$ cat config.mk
export PLATFORM = sky130hd
export DESIGN_NAME = mem_arbiter
export DESIGN_NICKNAME = d
export VERILOG_FILES = /design/src/rtl/mem_arb_pkg.sv /design/src/rtl/rr_arb2.sv /design/src/rtl/mem_arbiter.sv
export SDC_FILE = /design/constraint.sdc
export NUM_CORES = 1
export LEC_CHECK = 0
export CORE_AREA = 8 8 335 337
export CTS_BUF_LIST = sky130_fd_sc_hd__clkbuf_16
export DETAILED_ROUTE_END_ITERATION = 6
export DIE_AREA = 0 0 343 345
export SYNTH_ARGS = -nofsm -noshare
export SYNTH_HDL_FRONTEND = slang
export SYNTH_SLANG_ARGS = --single-unit
$ cat constraint.sdc
create_clock -name clk -period 3.05 [get_ports clk]
set_clock_uncertainty 0.1 [all_clocks]
set_input_delay 0.61 -clock clk [delete_from_list [all_inputs] [get_ports clk]]
set_output_delay 0.61 -clock clk [all_outputs]
set_load 0.005 [all_outputs]
$ cat src/rtl/mem_arb_pkg.sv
// Shared definitions for the cache-to-memory arbiter: state encoding and
// the default block address/data widths used by both caches and the arbiter.
package mem_arb_pkg;

    localparam int ARB_ADDR_W = 12;
    localparam int ARB_DATA_W = 128;

    typedef enum logic [1:0] {
        ST_IDLE  = 2'd0,
        ST_READ  = 2'd1,
        ST_WRITE = 2'd2
    } arb_state_t;

endpackage

$ cat src/rtl/rr_arb2.sv
// Two-way round-robin selector: a lone requester wins, a tie goes to the
// master that did not own the bus last.
module rr_arb2 (
    input  logic [1:0] i_req,
    input  logic       i_last_owner,
    output logic       o_winner
);

    always_comb begin
        o_winner = 1'b0;
        case (i_req)
            2'b01:   o_winner = 1'b0;
            2'b10:   o_winner = 1'b1;
            2'b11:   o_winner = ~i_last_owner;
            default: o_winner = 1'b0;
        endcase
    end

endmodule

$ cat src/rtl/mem_arbiter.sv
// Arbitrates one memory slave between ICache (m0) and DCache (m1); grants are
// registered in IDLE, then the owner is routed combinationally to the slave.
module mem_arbiter
    import mem_arb_pkg::*;
#(
    parameter int ADDR_W = ARB_ADDR_W,
    parameter int DATA_W = ARB_DATA_W
) (
    input  logic              clk,
    input  logic              rst,
    input  logic [ADDR_W-1:0] m0_araddr,
    input  logic              m0_arvalid,
    output logic              m0_arready,
    output logic [DATA_W-1:0] m0_rdata,
    output logic              m0_rvalid,
    input  logic              m0_rready,
    input  logic [ADDR_W-1:0] m0_awaddr,
    input  logic              m0_awvalid,
    output logic              m0_awready,
    input  logic [DATA_W-1:0] m0_wdata,
    input  logic              m0_wvalid,
    output logic              m0_wready,
    input  logic [ADDR_W-1:0] m1_araddr,
    input  logic              m1_arvalid,
    output logic              m1_arready,
    output logic [DATA_W-1:0] m1_rdata,
    output logic              m1_rvalid,
    input  logic              m1_rready,
    input  logic [ADDR_W-1:0] m1_awaddr,
    input  logic              m1_awvalid,
    output logic              m1_awready,
    input  logic [DATA_W-1:0] m1_wdata,
    input  logic              m1_wvalid,
    output logic              m1_wready,
    output logic [ADDR_W-1:0] s_araddr,
    output logic              s_arvalid,
    input  logic              s_arready,
    input  logic [DATA_W-1:0] s_rdata,
    input  logic              s_rvalid,
    output logic              s_rready,
    output logic [ADDR_W-1:0] s_awaddr,
    output logic              s_awvalid,
    input  logic              s_awready,
    output logic [DATA_W-1:0] s_wdata,
    output logic              s_wvalid,
    input  logic              s_wready,
    output logic              grant_owner,
    output logic              busy
);

    arb_state_t r_state, w_next_state;
    logic       r_owner, r_last_owner, r_addr_done;
    logic       w_winner, w_win_wr;
    logic [1:0] w_wr_req, w_rd_req;

    logic [ADDR_W-1:0] w_own_araddr, w_own_awaddr;
    logic [DATA_W-1:0] w_own_wdata;
    logic              w_own_arvalid, w_own_rready, w_own_awvalid, w_own_wvalid;
    logic              w_ar_hs, w_r_done, w_w_done, w_rd_abort, w_wr_abort;

    assign w_wr_req = {m1_awvalid & m1_wvalid, m0_awvalid & m0_wvalid};
    assign w_rd_req = {m1_arvalid, m0_arvalid};

    rr_arb2 u_rr_arb2 (
        .i_req        (w_wr_req | w_rd_req),
        .i_last_owner (r_last_owner),
        .o_winner     (w_winner)
    );

    assign w_win_wr      = w_winner ? w_wr_req[1] : w_wr_req[0];
    assign w_own_araddr  = r_owner ? m1_araddr  : m0_araddr;
    assign w_own_arvalid = r_owner ? m1_arvalid : m0_arvalid;
    assign w_own_rready  = r_owner ? m1_rready  : m0_rready;
    assign w_own_awaddr  = r_owner ? m1_awaddr  : m0_awaddr;
    assign w_own_awvalid = r_owner ? m1_awvalid : m0_awvalid;
    assign w_own_wdata   = r_owner ? m1_wdata   : m0_wdata;
    assign w_own_wvalid  = r_owner ? m1_wvalid  : m0_wvalid;

    assign w_ar_hs    = (r_state == ST_READ) & w_own_arvalid & ~r_addr_done & s_arready;
    assign w_r_done   = (r_state == ST_READ) & s_rvalid & w_own_rready;
    assign w_w_done   = (r_state == ST_WRITE) & w_own_awvalid & w_own_wvalid & s_awready & s_wready;
    // Once the slave has the address the read runs to completion regardless of arvalid.
    assign w_rd_abort = (r_state == ST_READ) & ~r_addr_done & ~w_own_arvalid & ~w_r_done;
    assign w_wr_abort = (r_state == ST_WRITE) & ~(w_own_awvalid & w_own_wvalid);

    assign grant_owner = r_owner;
    assign busy        = (r_state != ST_IDLE);

    always_ff @(posedge clk or negedge rst) begin
        if (!rst) begin
            r_state      <= ST_IDLE;
            r_owner      <= 1'b0;
            r_last_owner <= 1'b1;
            r_addr_done  <= 1'b0;
        end else begin
            r_state <= w_next_state;
            if (r_state == ST_IDLE && (|(w_wr_req | w_rd_req)))
                r_owner <= w_winner;
            if (w_r_done || w_w_done)
                r_last_owner <= r_owner;
            if (r_state != ST_READ || w_r_done || w_rd_abort)
                r_addr_done <= 1'b0;
            else if (w_ar_hs)
                r_addr_done <= 1'b1;
        end
    end

    always_comb begin
        w_next_state = r_state;
        case (r_state)
            ST_IDLE: begin
                if (|(w_wr_req | w_rd_req))
                    w_next_state = w_win_wr ? ST_WRITE : ST_READ;
            end
            ST_READ: begin
                if (w_r_done || w_rd_abort)
                    w_next_state = ST_IDLE;
            end
            ST_WRITE: begin
                if (w_w_done || w_wr_abort)
                    w_next_state = ST_IDLE;
            end
            default: w_next_state = ST_IDLE;
        endcase
    end

    always_comb begin
        s_araddr   = '0;
        s_arvalid  = 1'b0;
        s_rready   = 1'b0;
        s_awaddr   = '0;
        s_awvalid  = 1'b0;
        s_wdata    = '0;
        s_wvalid   = 1'b0;
        m0_arready = 1'b0;
        m0_rdata   = '0;
        m0_rvalid  = 1'b0;
        m0_awready = 1'b0;
        m0_wready  = 1'b0;
        m1_arready = 1'b0;
        m1_rdata   = '0;
        m1_rvalid  = 1'b0;
        m1_awready = 1'b0;
        m1_wready  = 1'b0;
        case (r_state)
            ST_READ: begin
                s_araddr  = w_own_araddr;
                s_arvalid = w_own_arvalid & ~r_addr_done;
                s_rready  = w_own_rready;
                if (r_owner) begin
                    m1_arready = s_arready & ~r_addr_done;
                    m1_rdata   = s_rdata;
                    m1_rvalid  = s_rvalid;
                end else begin
                    m0_arready = s_arready & ~r_addr_done;
                    m0_rdata   = s_rdata;
                    m0_rvalid  = s_rvalid;
                end
            end
            ST_WRITE: begin
                s_awaddr  = w_own_awaddr;
                s_awvalid = w_own_awvalid;
                s_wdata   = w_own_wdata;
                s_wvalid  = w_own_wvalid;
                if (r_owner) begin
                    m1_awready = s_awready;
                    m1_wready  = s_wready;
                end else begin
                    m0_awready = s_awready;
                    m0_wready  = s_wready;
                end
            end
            default: ;
        endcase
    end

endmodule

**Yosys cells after proc, flatten, opt, wreduce, memory -nomap -nowiden**

Cells that the tools add are included.

- Bits in registers: 5
- Word-level logic and storage cells: 90
- Input port bits: 446
- Output and inout port bits: 422

- Multiplexer cells: 43
- Reduce and logical (&&, ||, !) cells: 11
- Equality and inequality tests: 8
- Bitwise logic cells: 24

Operator list:

| cell | number |
|---|---|
| two-way mux 128 bit | 6 |
| two-way mux 12 bit | 4 |
| two-way mux 1 bit | 27 |
| AND 1 bit | 18 |
| two-way mux 2 bit | 4 |
| != test 2 x 1 -> 1 bit, second input constant | 4 |
| equality test 2 bit, second input constant | 3 |
| case mux 2 bit (3 select lines) | 1 |
| logical OR 1 bit | 5 |
| inverter 1 bit | 5 |
| nonzero test 2 bit | 2 |
| AND reduction 3 bit | 1 |
| equality test 2 x 1 -> 1 bit, second input constant | 1 |
| logical NOT 2 bit | 1 |
| bitwise OR 2 bit | 1 |
| case mux 1 bit (2 select lines) | 1 |
| OR reduction 2 bit | 1 |
| logical AND 1 bit | 1 |

**Depth between registers and ports, before layout**

Gate-level depths: netlist of run 1.

- Depth in word-level cells: 8
- Mapped depth: 5
- Mapped depth without buffers: 4

**By module**

From an unflattened synthesis of run 1, not the netlist that was laid out.

- Cell total of the unflattened synthesis: 680
- Area total of the unflattened synthesis: 4,491.8 µm²

Modules (own cells, without submodules):

| module | seq. area each (µm²) | instances | area each (µm²) | cells an instance |
|---|---|---|---|---|
| mem_arbiter | 126.4 | 1 | 4,480.5 | 679 |
| rr_arb2 | 0.0 | 1 | 11.3 | 1 |

**Worst setup path after synthesis of run 1**

Ideal clock, no wire load.

- Path kind: register to output
- Start point: reg r_state[1]
- End point: out m0_rdata[100]
- Required time: 2.340 ns
- Stages on the path, launching flop included: 6
- Path buffers: 2
- Path slack: 1.178 ns
- Arrival time: 1.162 ns
- Cell sequence: dfrtp_1 -> nand2b_1 -> nor2_1 -> buf_4 -> clkbuf_1 -> and2_1

- Word-level cells in the longest chain between the ends: 2

Ends and longest elaborated chain:

| what | RTL line | RTL |
|---|---|---|
| from (decl) | mem_arbiter.sv:51 | `arb_state_t r_state, w_next_state;` |
| from (signal assigned) | mem_arbiter.sv:96 | `r_state <= w_next_state;` |
| equality test 2 x 1 -> 1 bit | mem_arbiter.sv:145 | `case (r_state)` |
| two-way mux 128 bit | mem_arbiter.sv:145 |  |
| to (decl) | mem_arbiter.sv:14 | `output logic [DATA_W-1:0] m0_rdata,` |

Every way passes these cells.

**Worst setup path after layout of run 1**

- Start point: reg r_owner, in the netlist grant_owner
- End point: out s_wdata[118]

- Word-level cells in the longest chain between the ends: 2

Ends and longest elaborated chain:

| what | RTL line | RTL |
|---|---|---|
| from (decl) | mem_arbiter.sv:52 | `logic r_owner, r_last_owner, r_addr_done;` |
| from (signal assigned) | mem_arbiter.sv:98 | `r_owner <= w_winner;` |
| two-way mux 128 bit | mem_arbiter.sv:76 | `assign w_own_wdata = r_owner ? m1_wdata : m0_wdata;` |
| two-way mux 128 bit | mem_arbiter.sv:145 |  |
| to (decl) | mem_arbiter.sv:44 | `output logic [DATA_W-1:0] s_wdata,` |

Every way passes these cells.

==> reports/metrics.cfg, run 1 <==
[power_and_ir_drop]
power.switching_mw = 3.77
pwr-share-comb_pct = 95.8
power_frac_seq_pct = 1.6
p_leak_nw = 5.74
intPower_mw = 4.52
power.total_mw = 8.29
sw_frac_of_total_pct = 45.5
p_per_area_nw_per_um2 = 534
clock_power_share_pct = 2.6
ir_drop_mv = 0.303

[synthesis]
synth_top_area_cell = and2_1
yosys_most_used_dff = dfrtp_1
syn_avg_cell_area_sq_um = 6.55
yosys_warnings = 0
ys_ff_latch = 5
ys_types = 30
synthArstFlopShare_pct = 100
synth_area_leaders = and2_1 (36%), mux2i_1 (35%), nor2_1 (14%), dfrtp_1 (2.2%), buf_4 (2.2%)
synth_edf_count = 0
synthTopCellsByCount = and2_1 (257), nor2_1 (162), mux2i_1 (155)
synth_most_common_cell = and2_1
syn-cell-area_sq_um = 4460
syn-num-nets = 1127
synth_cells = 681
synth_top_area_share_pct = 36.0
yosysSeqAreaShare_pct = 2.83

[worst_setup_path]
crit_chain = buf_12 -> buf_12 -> mux2i_1 -> buf_4 -> nor2_1 -> clkdlybuf4s50_1
max_stage_delay_ns = 0.47
startpoint_type = register
r2r_start = grant_owner$_DFFE_PN0P_
crit_top_cell = buf_12
crit_required_ns = 2.34
slowest_stage = clkdlybuf4s50_1
critPathMaxFanout = 25
crit_type = reg2out
worstSetupEndpointType = output port
worstSetupStartpoint = grant_owner$_DFFE_PN0P_
cp.arrival_ns = 2.31

[final_layout]
nets = 1983
instances_no_fill = 2961
syn_to_final_growth_pct = 248
drive_gt1_share_pct = 6.32

[routing]
first_pass_iters = 5
wl_um = 77700
antenna_left = 0
drt_iter0_drc = 487
wl_per_cell_um = 26.2
via_per_inst = 2.83
vias = 8390
drc = 0

[global_routing]
grt_pass1_vias = 8727
grt_pass1_wl_um = 95500
antenna_found_initial = 63
grt_remaining_overflow = 0
grt.total_usage_pct = 12.3
grt_start_max_net_pins = 76

[cts]
clkTransAtPathRegs_ns = 0.03
cts_buffers = 3
holdBufCountCts = 0
clk_path_buf_depth = 2
h-tree-depth = 1
cts_tree = built
cts-resized-gates = 0
cts_setup_buffers = 0
clock_latency_ns = 0.23
cts_root_buf = clkbuf_16
cts.sinks = 5

[floorplan]
start_util_pct = 4.19
fp-row-count = 120
core_area_sq_um = 107000
die_w_um = 343
die-height_um = 345
dieArea_sq_um = 118000
ios = 868

[flow_run]
maxCapViolCount = 0

[worst_hold_path]
min_path_type = reg2reg
hp-start = r_addr_done$_DFFE_PN0P_

[placed_design]
portBuffers = 867
place_congestion = 0.949
place_inst = 2935
dp_hpwl_um = 72900
pre_cts_slack_ns = 0.0993

[sta]
hold_viol_final = 0
setup_tns_ns = 0
drv_slew = 0
setup_viol = 0
fmax_mhz = 331
rsz0062_at_grt = no
worst_slack_ns = 0.0266
worst_pin_slew_ns = 0.494
relSlewSlack_pct = 66.1
post-route-period-util_pct = 99.1
period_minus_slack_ns = 3.02

[status]
status = finished, final reports clean

[per-stage QoR]
step | util (%) | area [sq um] | hold slack, ns
2_1_floorplan | - | 4460 | 0.214
3_3_place_gp | 14.4 | 15400 | 0.480
3_5_place_dp | 14.4 | 15400 | 0.484
4_1_cts | 14.5 | 15500 | 0.494
5_1_grt | 14.5 | 15500 | 0.536
6_report | 14.6 | 15500 | 0.499
[power groups by stage]
stage               Sequential (mW)  Clock, mW  Combinational [mW]
finish                        0.135      0.214                7.94
global route                  0.141      0.222                8.42
CTS                           0.134      0.217                8.12
detailed placement            0.135          0                8.08
global placement              0.135          0                8.09
floorplan                     0.120          0                2.83
[sequential cells by signal (all words and copies together) (netlist names)]
name	flops
grant_owner	1
r_state	2
r_last_owner	1
r_addr_done	1
[logic make-up (layout without fill, tap and decap cells)]
| logic type | count (synthesis) | count (layout) | synth area share [%] |
|---|---|---|---|
| other | 0 | 22 | 0 |
| muxes | 156 | 156 | 35.0 |
| AOI/OAI and AO/OA | 14 | 14 | 1.99 |
| and+or+nand+nor | 438 | 438 | 52.1 |
| DFF | 5 | 5 | 2.83 |
| buffers and inverters | 68 | 923 | 8.07 |
[cells in the final DEF (no fill, tap or decap), types with 2 or more instances in the layout]
cell type / synthesis / layout
and3_1: 4 / 4
clkbuf_16: 0 / 3
mux2i_1: 155 / 154
dfrtp_1: 4 / 3
nor2_4: 0 / 2
nor2_1: 162 / 160
nand2_1: 4 / 4
buf_12: 0 / 43
buf_4: 13 / 42
and2_1: 257 / 257
clkdlybuf4s50_1: 0 / 829
diode_2: 0 / 22
inv_1: 4 / 5
a21oi_1: 4 / 4
nor4b_1: 2 / 2
o21ai_0: 2 / 2
nand3_1: 2 / 2
nor3_1: 3 / 3
[layer usage]
layer  part of all wire (%)  track usage, %  up-vias
li1                       -               -     3929
met1                     45            16.3     3796
met2                     41            18.0      569
met3                     13            6.77       66
met4                   0.42           0.867       30
met5                   0.26               0        -
[area by class of cell]
| type | instances | area, sq um |
|---|---|---|
| Clock buffer | 3 | 75.1 |
| Fill cell | 12200 | 91100 |
| Antenna cell | 22 | 55.1 |
| Timing Repair Buffer | 915 | 9490 |
| Tap cell | 1403 | 1760 |
| Multi-Input combinational cell | 608 | 4010 |
| Clock inverter | 1 | 3.75 |
| Sequential cell | 5 | 130 |
| Inverter | 4 | 15.0 |
[final timing paths]
| path | endpoint | slack [ns] | depth (start not counted) |
|---|---|---|---|
| hold reg to reg | r_addr_done$_DFFE_PN0P_ | 0.50 | 2 |
| hold / removal | r_addr_done$_DFFE_PN0P_ | 0.50 | 2 |
| setup reg to reg | r_last_owner$_DFFE_PN1P_ | 1.09 | 7 |
| setup / recovery | s_wdata[118] | 0.03 | 6 |
| max in group asynchronous | r_last_owner$_DFFE_PN1P_ | 2.05 | 1 |
| min in group asynchronous | r_state[0]$_DFFE_PN0P_ | 0.53 | 1 |
[critical path, delay by kind of cell, from the launching register on]
family / cells / cell delay, ns
and+or+nand+nor: 1 / 0.04
DFF: 1 / 0.43
buffers and inverters: 4 / 1.11
muxes: 1 / 0.45
Note: power is estimated with default switching activity, not from simulation.
==> run 2, diff against run 1 <==
--- a/config.mk
+++ b/config.mk
@@ -5,10 +5,10 @@
 export SDC_FILE = /design/constraint.sdc
 export NUM_CORES = 1
 export LEC_CHECK = 0
-export CORE_AREA = 8 8 335 337
+export CORE_AREA = 2 2 339 341
 export CTS_BUF_LIST = sky130_fd_sc_hd__clkbuf_16
 export DETAILED_ROUTE_END_ITERATION = 6
-export DIE_AREA = 0 0 343 345
+export DIE_AREA = 0 0 341 343
 export SYNTH_ARGS = -nofsm -noshare
 export SYNTH_HDL_FRONTEND = slang
 export SYNTH_SLANG_ARGS = --single-unit
==> constraint.sdc (replaced) <==
create_clock -name clk -period 3.7 [get_ports clk]
set_clock_uncertainty 0.1 [all_clocks]
set_input_delay 0.74 -clock clk [delete_from_list [all_inputs] [get_ports clk]]
set_output_delay 0.74 -clock clk [all_outputs]
set_load 0.005 [all_outputs]
==> run 2 against run 1 <==
Setup slack better by 0.11 ns. Sequential power is 9.6% lower. Critical endpoint is now s_wdata[70]. Routed wire length is 15% lower. Design area is 0.49% lower. Largest cell class unchanged.
==> reports/metrics.cfg, run 2 (synthesis gave the netlist of run 1 again) <==
[status]
status = finished, final reports clean

[worst_setup_path]
max_stage_delay_ns = 0.92
crit_family = buffers and inverters
crit_type = reg2out
worstSetupEndpointType = output port
cp.arrival_ns = 2.72
crit_required_ns = 2.86
slowest_stage = clkdlybuf4s50_1
critPathMaxFanout = 28
cp_num_buf_inv = 3
crit_chain = buf_12 -> buf_4 -> mux2i_1 -> nor2_1 -> clkdlybuf4s50_1
startpoint_type = register

[cts]
cts_setup_buffers = 0
clock_latency_ns = 0.23
cts_tree = built
h-tree-depth = 1
clk_path_buf_depth = 2
cts-resized-gates = 0
clkTransAtPathRegs_ns = 0.03
holdBufCountCts = 0
cts.sinks = 5
cts_buffers = 3
cts_root_buf = clkbuf_16

[floorplan]
ios = 868
die-height_um = 343
core_area_sq_um = 113000
die_w_um = 341
dieArea_sq_um = 117000
start_util_pct = 3.94
fp-row-count = 124

[sta]
fmax_mhz = 281
setup_tns_ns = 0
setup_viol = 0
relSlewSlack_pct = 51.6
period_minus_slack_ns = 3.56
drv_slew = 0
rsz0062_at_grt = no
hold_viol_final = 0
worst_pin_slew_ns = 0.706
post-route-period-util_pct = 96.2

[final_layout]
fin_util_pct = 13.6
nets = 1977
stdcell_area_sq_um = 15400
final_common_cell = clkdlybuf4s50_1
syn_to_final_growth_pct = 246
n_fill_cell = 13000
top_register = r_state
drive_gt1_share_pct = 5.36
largest_reg_flops = 2
final_cell_mix = clkdlybuf4s50_1 (836), and2_1 (257), nor2_1 (160)

[power_and_ir_drop]
p_leak_nw = 5.65
ir_drop_mv = 0.251
p_per_area_nw_per_um2 = 414
power.total_mw = 6.40

[global_routing]
grt.total_usage_pct = 10.5
grt_pass1_vias = 8041
antenna_found_initial = 31
grt_remaining_overflow = 0
grt_start_max_net_pins = 60
grt_pass1_wl_um = 80300

[routing]
via_per_inst = 2.68
antenna_left = 0
vias = 8194
drc = 0
wl_um = 65700
wl_per_cell_um = 21.5
drt_iter0_drc = 249
first_pass_iters = 4

[placed_design]
portBuffers = 867
dpl_cell_area_sq_um = 15300
dp_hpwl_um = 61300
place_congestion = 0.920

[worst_hold_path]
min_path_type = reg2reg

[flow_run]
maxCapViolCount = 0

-- run 2: stage by stage --
| step | setup slack [ns] | cells | hold WS (ns) |
|---|---|---|---|
| after floorplan | 1.70 | 681 | 0.344 |
| after global placement | 0.400 | 3038 | 0.489 |
| after detailed placement | 0.402 | 3038 | 0.499 |
| after CTS | 0.232 | 3042 | 0.503 |
| after global routing | 0.0904 | 3046 | 0.515 |
| final | 0.139 | 3054 | 0.504 |
-- run 2: final timing paths --
check | start | end | slack [ns] | cells after the start
worst max-delay path | grant_owner$_DFFE_PN0P_ | s_wdata[70] | 0.14 | 5
worst min-delay path | r_addr_done$_DFFE_PN0P_ | r_addr_done$_DFFE_PN0P_ | 0.50 | 2
worst max register to register | grant_owner$_DFFE_PN0P_ | r_last_owner$_DFFE_PN1P_ | 1.54 | 6
worst min register to register | r_addr_done$_DFFE_PN0P_ | r_addr_done$_DFFE_PN0P_ | 0.50 | 2
max in group asynchronous | rst | r_last_owner$_DFFE_PN1P_ | 2.61 | 1
min in group asynchronous | rst | r_state[1]$_DFFE_PN0P_ | 0.63 | 1
-- run 2: final cells by class --
type	count	area, sq um	area share [%]
clock buffer	3	75.1	0.486
inverter	4	15.0	0.0972
sequential	5	130	0.842
clock inverter	1	3.75	0.0243
antenna	12	30.0	0.194
multi-input combinational	608	4000	25.9
timing repair buffer	909	9300	60.2
tap	1512	1890	12.2
-- run 2: routing by layer --
layer	routed length, um	GRT usage, %	part of all wire (%)	vias up
met4	772	1.22	1.2	12
li1	-	-	-	3897
met1	27500	13.2	42	3712
met5	89	0	0.14	-
met2	31000	17.7	47	515
met3	6340	3.76	9.6	58
-- run 2: worst min-delay path: cells and delay by family, from the launching register on --
family	cells	cell delay (ns)
compound gates	1	0.07
flops	1	0.42
simple gates	1	0.08
-- run 2: report_power, final --
part / leakage, nW / internal, mW / switching, mW
combinational: 5.55 / 3.35 / 2.76
clock: 0.0424 / 0.140 / 0.0372
sequential: 0.0605 / 0.0856 / 0.0361
total: 5.65 / 3.57 / 2.83
==> run 3, diff against run 2 <==
--- a/config.mk
+++ b/config.mk
@@ -5,6 +5,7 @@
 export SDC_FILE = /design/constraint.sdc
 export NUM_CORES = 1
 export LEC_CHECK = 0
+export CAP_MARGIN = 20
 export CORE_AREA = 2 2 339 341
 export CTS_BUF_LIST = sky130_fd_sc_hd__clkbuf_16
 export DETAILED_ROUTE_END_ITERATION = 6
==> results of run 3 <==
Same layout as run 2: the final DEF is identical, and so are final timing and power.
